[config.mk]
export PLATFORM = sky130hd
export DESIGN_NAME = fifo_ctrl
export DESIGN_NICKNAME = d
export VERILOG_FILES = /design/src/rtl/fifo_pkg.sv /design/src/rtl/fifo_ptr.sv /design/src/rtl/fifo_ctrl.sv
export SDC_FILE = /design/constraint.sdc
export NUM_CORES = 1
export LEC_CHECK = 0
export CORE_UTILIZATION = 43
export CTS_BUF_LIST = sky130_fd_sc_hd__clkbuf_8
export CTS_CLUSTER_DIAMETER = 150
export DETAILED_ROUTE_END_ITERATION = 10
export PLACE_DENSITY = 0.9
export SYNTH_ARGS = -nofsm -noshare
export SYNTH_HDL_FRONTEND = slang
export SYNTH_HIERARCHICAL = 1
export SYNTH_SLANG_ARGS = --single-unit
[constraint.sdc]
create_clock -name clock -period 3.1 [get_ports clock]
set_input_delay 0.62 -clock clock [delete_from_list [all_inputs] [get_ports clock]]
set_output_delay 0.62 -clock clock [all_outputs]
set_load 0.005 [all_outputs]
[src/rtl/fifo_pkg.sv]
// Shared defaults for the FIFO controller and its 16x8 dual-port RAM.
package fifo_pkg;
    localparam int FIFO_WIDTH     = 8;
    localparam int FIFO_DEPTH     = 16;
    localparam int FIFO_ADDR_W    = 4;
    localparam int FIFO_AF_MARGIN = 2;
endpackage

[src/rtl/fifo_ptr.sv]
// ADDR_W+1-bit wrapping pointer; the extra MSB separates full from empty.
module fifo_ptr
    import fifo_pkg::*;
#(
    parameter int ADDR_W = FIFO_ADDR_W
) (
    input  logic            clock,
    input  logic            resetn,
    input  logic            enb,
    output logic [ADDR_W:0] ptr
);

    always_ff @(posedge clock) begin
        if (!resetn) begin
            ptr <= '0;
        end else if (enb) begin
            ptr <= ptr + 1'b1;
        end
    end

endmodule

[src/rtl/fifo_ctrl.sv]
// FIFO controller driving an external dual-port RAM; registered count and flags,
// sticky overflow/underflow, read data returned one cycle after an accepted pop.
module fifo_ctrl
    import fifo_pkg::*;
#(
    parameter int WIDTH     = FIFO_WIDTH,
    parameter int DEPTH     = FIFO_DEPTH,
    parameter int ADDR_W    = FIFO_ADDR_W,
    parameter int AF_MARGIN = FIFO_AF_MARGIN
) (
    input  logic              clock,
    input  logic              resetn,
    input  logic              push,
    input  logic [WIDTH-1:0]  din,
    input  logic              pop,
    output logic [WIDTH-1:0]  dout,
    output logic              dout_valid,
    output logic              full,
    output logic              empty,
    output logic              almost_full,
    output logic [ADDR_W:0]   count,
    output logic              overflow,
    output logic              underflow,
    output logic              ram_wr_enb,
    output logic [ADDR_W-1:0] ram_wr_addr,
    output logic [WIDTH-1:0]  ram_wr_data,
    output logic              ram_re_enb,
    output logic [ADDR_W-1:0] ram_rd_addr,
    input  logic [WIDTH-1:0]  ram_rd_data
);

    localparam logic [ADDR_W:0] AF_LEVEL = (ADDR_W+1)'(DEPTH - AF_MARGIN);

    logic            push_acc;
    logic            pop_acc;
    logic [ADDR_W:0] wr_ptr;
    logic [ADDR_W:0] rd_ptr;
    logic [ADDR_W:0] wr_nxt;
    logic [ADDR_W:0] rd_nxt;
    logic [ADDR_W:0] count_nxt;
    logic            vld_p1;

    // resetn gating keeps both RAM enables low during a reset cycle
    assign push_acc = resetn & push & ~full;
    assign pop_acc  = resetn & pop & ~empty;

    assign ram_wr_enb  = push_acc;
    assign ram_wr_addr = wr_ptr[ADDR_W-1:0];
    assign ram_wr_data = din;
    assign ram_re_enb  = pop_acc;
    assign ram_rd_addr = rd_ptr[ADDR_W-1:0];

    fifo_ptr #(.ADDR_W(ADDR_W)) u_wr_ptr (
        .clock  (clock),
        .resetn (resetn),
        .enb    (push_acc),
        .ptr    (wr_ptr)
    );

    fifo_ptr #(.ADDR_W(ADDR_W)) u_rd_ptr (
        .clock  (clock),
        .resetn (resetn),
        .enb    (pop_acc),
        .ptr    (rd_ptr)
    );

    assign wr_nxt = wr_ptr + (ADDR_W+1)'(push_acc);
    assign rd_nxt = rd_ptr + (ADDR_W+1)'(pop_acc);

    always_comb begin
        count_nxt = count;
        case ({push_acc, pop_acc})
            2'b10:   count_nxt = count + 1'b1;
            2'b01:   count_nxt = count - 1'b1;
            default: count_nxt = count;
        endcase
    end

    // p1: flags are derived from next-state pointers so they match count
    always_ff @(posedge clock) begin
        if (!resetn) begin
            count       <= '0;
            empty       <= 1'b1;
            full        <= 1'b0;
            almost_full <= 1'b0;
            overflow    <= 1'b0;
            underflow   <= 1'b0;
            vld_p1      <= 1'b0;
        end else begin
            count       <= count_nxt;
            empty       <= (wr_nxt == rd_nxt);
            full        <= (wr_nxt[ADDR_W] != rd_nxt[ADDR_W]) &&
                           (wr_nxt[ADDR_W-1:0] == rd_nxt[ADDR_W-1:0]);
            almost_full <= (count_nxt >= AF_LEVEL);
            if (push && full) begin
                overflow <= 1'b1;
            end
            if (pop && empty) begin
                underflow <= 1'b1;
            end
            vld_p1      <= pop_acc;
        end
    end

    assign dout_valid = vld_p1;
    assign dout       = ram_rd_data;

endmodule
==> run summary <==
Layout net count: 184. The via count of the first global-routing pass came out at 943. The overall die width works out to 56.7 um. The count of final hold-check violations came out at 0. Clock tree synthesis selected as its root buffer the cell clkbuf_8. Overall power consumption: 0.000569 W. The run gives 0 as the max-capacitance violation count. Setup repair after global routing left no endpoint under its margin. In this run the static leakage power is 0.668 nW. The worst slew margin relative to its limit was 0.822; the sequential cell area was 420 sq um.

The global-route congestion overflow total is 0, and the share of cells above drive strength 1 is 0.0779. First-pass GRT wire length: 3.88 mm. Yosys mapped a number of flops with a built-in enable equal to 0. The buffers plus inverters on the worst setup path is 2. The floorplan step set the die height to 56.7 um. Synthesis produced a netlist whose cell count is 140.

After synthesis, the mean cell area works out to 9.20 sq um. The number of different library cells used by synthesis comes to 32. The setup check on the worst reg-to-reg path leaves a slack of 0.90 ns. The tools report the final core utilization as 0.537.

Clock-pin slew was measured on the worst setup and hold paths at 0.07 ns. The tools report the data arrival time at the worst-slack endpoint as 2.99 ns. The total wirelength of the detailed-routed design came out at 2.40 mm. The area share of the leading cell type in the synthesized netlist is 0.327.

In the synthesized netlist the dominant register cell turns out to be dfxtp_1. The slowest stage cell on the critical path is clkdlybuf4s50_1. For this run, the top clock speed supported by timing is 352 MHz.

For the number of buffers between clock root and the deepest sink, the log shows 2. The critical path goes through clkdlybuf4s50_1, nand2_1, nor2_1, inv_1, ha_1, xor2_1, ha_1, nor2b_1, a31oi_1, o32ai_2, xor2_1, a32o_1. In this design, the largest share of critical-path delay is due to buffers and inverters.

Starting density of the core: 0.459. The worst path in the final design needs a cycle of 2.84 ns, including I/O delays and setup. Capturing element type of the critical path: a flop.

The layout-stage area growth over the synthesis result is 17.0%. At the later pin of the worst-skew pair, clock insertion delay measures 0.26 ns. The wire-length estimate of the detail-placed layout is 1.84 mm. IR analysis of the VDD net gives a maximum drop of 0.000259 V.

In the synthesized netlist, the cells that appear most often are 21 x dfxtp_1, 18 x buf_4, 11 x xnor2_1. The run gives 3.26 ns as the critical path data required time. For the number of warnings reported in the yosys synthesis log, the log shows 6. The number of instances on the worst hold path was 1; the antenna cell count was 0. The length of the first detailed-routing pass in iterations came out at 7. The max-slew violation count was 0. The run gives 0.00328 ns as the post-route clock skew. After detailed routing, the average wire length per cell comes to 13.0 um. The total global routing track utilization came out at 0.160.

The run finished, with violations left. The number of hold-repair buffers added at the cts stage was 0; the peak per-stage delay on the critical path was 0.55 ns. In this run the critical register-to-register path is launched from full$_SDFF_PN0_.

The logs give 0.00129 sq mm for the post-synthesis instance area and 19 for the placement row count. The count of buffers added on input and output ports is 24. The startpoint identified for the worst hold timing path is empty$_SDFF_PN1_.

Counting every net in the synthesized netlist gives 169. The power per standard cell area is 378 mW/mm^2, and the maximum net fanout on the critical path is 4. Proportion of register bits with asynchronous set or reset after synthesis: 0. Once detail routing completed, the nets flagged for antenna violations numbered 0.

After synthesis the netlist holds a flip-flop and latch count of 21. TritonCTS built the clock tree. The post-detailed-route via-to-cell ratio was 5.37; the transition time at the pin with the least slew margin was 0.264 ns. The routed via count was 993; the final setup violation count was 0.

Counting the buffers created by CTS gives 3. Fill cells in the final layout number 248. Category of the critical setup timing path: input port to flop. The tightest min-delay check is of the flop to flop type. The share of the cycle needed by the critical path after routing is 0.915, and the total I/O pin count is 57. For the multi-input gate area in the final layout, the log shows 706 sq um. In the post-synthesis netlist, the cell with the most instances is dfxtp_1.

The logs give 6 for the DRC violations left and 12 for the largest net degree at the start of global routing. Post-CTS timing repair inserted 0 buffers for setup. The checks that failed: design-rule violations.

The count of H-tree levels built during CTS is 1, and the proportion of synthesized chip area in sequential cells is 0.327. At the end of routability-driven placement, the weighted congestion stood at 0.748. The count of cells along the worst register-to-register path came out at 10. Kind of start point of the critical path: an input port.

The worst hold path terminates at dout_valid$_SDFF_PN0_. For the area of the die, the log shows 0.00322 sq mm. For the area of the placeable core, the log shows 0.00281 sq mm.

The logs give 21 for the CTS sink count and 0 for the count of cells resized by post-cts repair. The cell type with the largest total area after synthesis was dfxtp_1. Yosys attributes the largest share of cell area to dfxtp_1 33%, buf_4 10%, ha_1 8.7%. In this run, the number of DRC markers left after iteration 0 of detailed routing was 36. Destination of the worst register-to-register timing path: almost_full$_SDFF_PN0_. The number of antenna violations at the first check in global routing came out at 0.
==> cell type report <==
type | instances | area share
tap | 31 | 0.0257
inverter | 3 | 0.00748
sequential | 21 | 0.279
clock buffer | 3 | 0.0274
clock inverter | 1 | 0.00249
multi-input combinational | 96 | 0.468
timing repair buffer | 30 | 0.189
==> worst reg2reg max path: stages (launching register included) <==
cell and delay [ns]:
dfxtp_1 0.33, nor2_1 0.16, inv_1 0.09, ha_1 0.23, xor2_1 0.17, ha_1 0.22, nor2b_1 0.15, a31oi_1 0.26
o32ai_2 0.12, xor2_1 0.17, a32o_1 0.21
==> logic make-up after synthesis <==
logic type,synth area share
XOR/XNOR,0.129
multiplexers,0.0544
AND/OR/NAND/NOR,0.187
AO/OA/AOI/OAI,0.0904
flip-flops,0.327
adder cells (fa/ha/maj),0.0875
buffers and inverters,0.125
==> worst max-delay path by stage <==
stage / endpoint / slack, ns / depth (start not counted) / startpoint
2_1_floorplan: almost_full$_SDFF_PN0_ / 0.40 / 12 / resetn
3_3_place_gp: almost_full$_SDFF_PN0_ / 0.18 / 12 / resetn
3_5_place_dp: almost_full$_SDFF_PN0_ / -0.0008 / 12 / resetn
4_1_cts: almost_full$_SDFF_PN0_ / 0.27 / 12 / resetn
5_1_grt: almost_full$_SDFF_PN0_ / 0.12 / 12 / resetn
6_report: almost_full$_SDFF_PN0_ / 0.26 / 12 / resetn
==> power breakdown <==
group / internal, W / switching [W] / total [W]
Sequential: 0.000281 / 0.0000136 / 0.000295
Combinational: 0.0000569 / 0.0000427 / 0.0000997
Clock: 0.0000883 / 0.0000866 / 0.000175
Total: 0.000426 / 0.000143 / 0.000569
==> per-layer routing <==
layer / global-route usage / vias up / routed length [um]
li1: - / 486 / -
met1: 0.165 / 463 / 991
met2: 0.274 / 36 / 1180
met3: 0.0461 / 8 / 167
met4: 0.114 / 0 / 63
met5: 0 / - / 0
==> metrics by stage <==
step	instance area (sq um)	setup TNS [ns]	worst slack, ns	instances	hold slack (ns)
5_1_grt	1510	0	0.121	185	0.508
3_5_place_dp	1460	-0.000822	-0.000822	181	0.452
3_3_place_gp	1460	0	0.181	181	0.447
6_report	1510	0	0.262	185	0.464
4_1_cts	1510	0	0.273	185	0.466
2_1_floorplan	1290	0	0.396	140	0.440
==> sequential cells by signal (all words and copies together), names as in the netlist <==
signal        count
count             5
u_rd_ptr/ptr      5
u_wr_ptr/ptr      5
almost_full       1
dout_valid        1
empty             1
full              1
overflow          1
underflow         1
==> layout by cell type, fill, tap and decap left out <==
cell / n
a22oi_1: 1
a21oi_2: 1
o32ai_2: 1
clkbuf_8: 3
inv_1: 4
nor2b_1: 5
nand2_1: 9
and2b_1: 1
mux2i_1: 7
clkdlybuf4s50_1: 24
a31oi_1: 1
nor3_1: 1
a21bo_1: 2
nor4_1: 1
a211o_1: 1
nor2_1: 9
nand3b_1: 2
xnor2_1: 11
nand3_1: 5
and2_1: 3
ha_1: 9
xor2_1: 8
nand2b_1: 4
o41ai_1: 1
nand4_1: 4
a32o_1: 1
buf_4: 6
and2_2: 1
or3_1: 1
a21oi_1: 5
o21ai_0: 1
dfxtp_1: 21
Note: power is estimated with default switching activity, not from simulation.
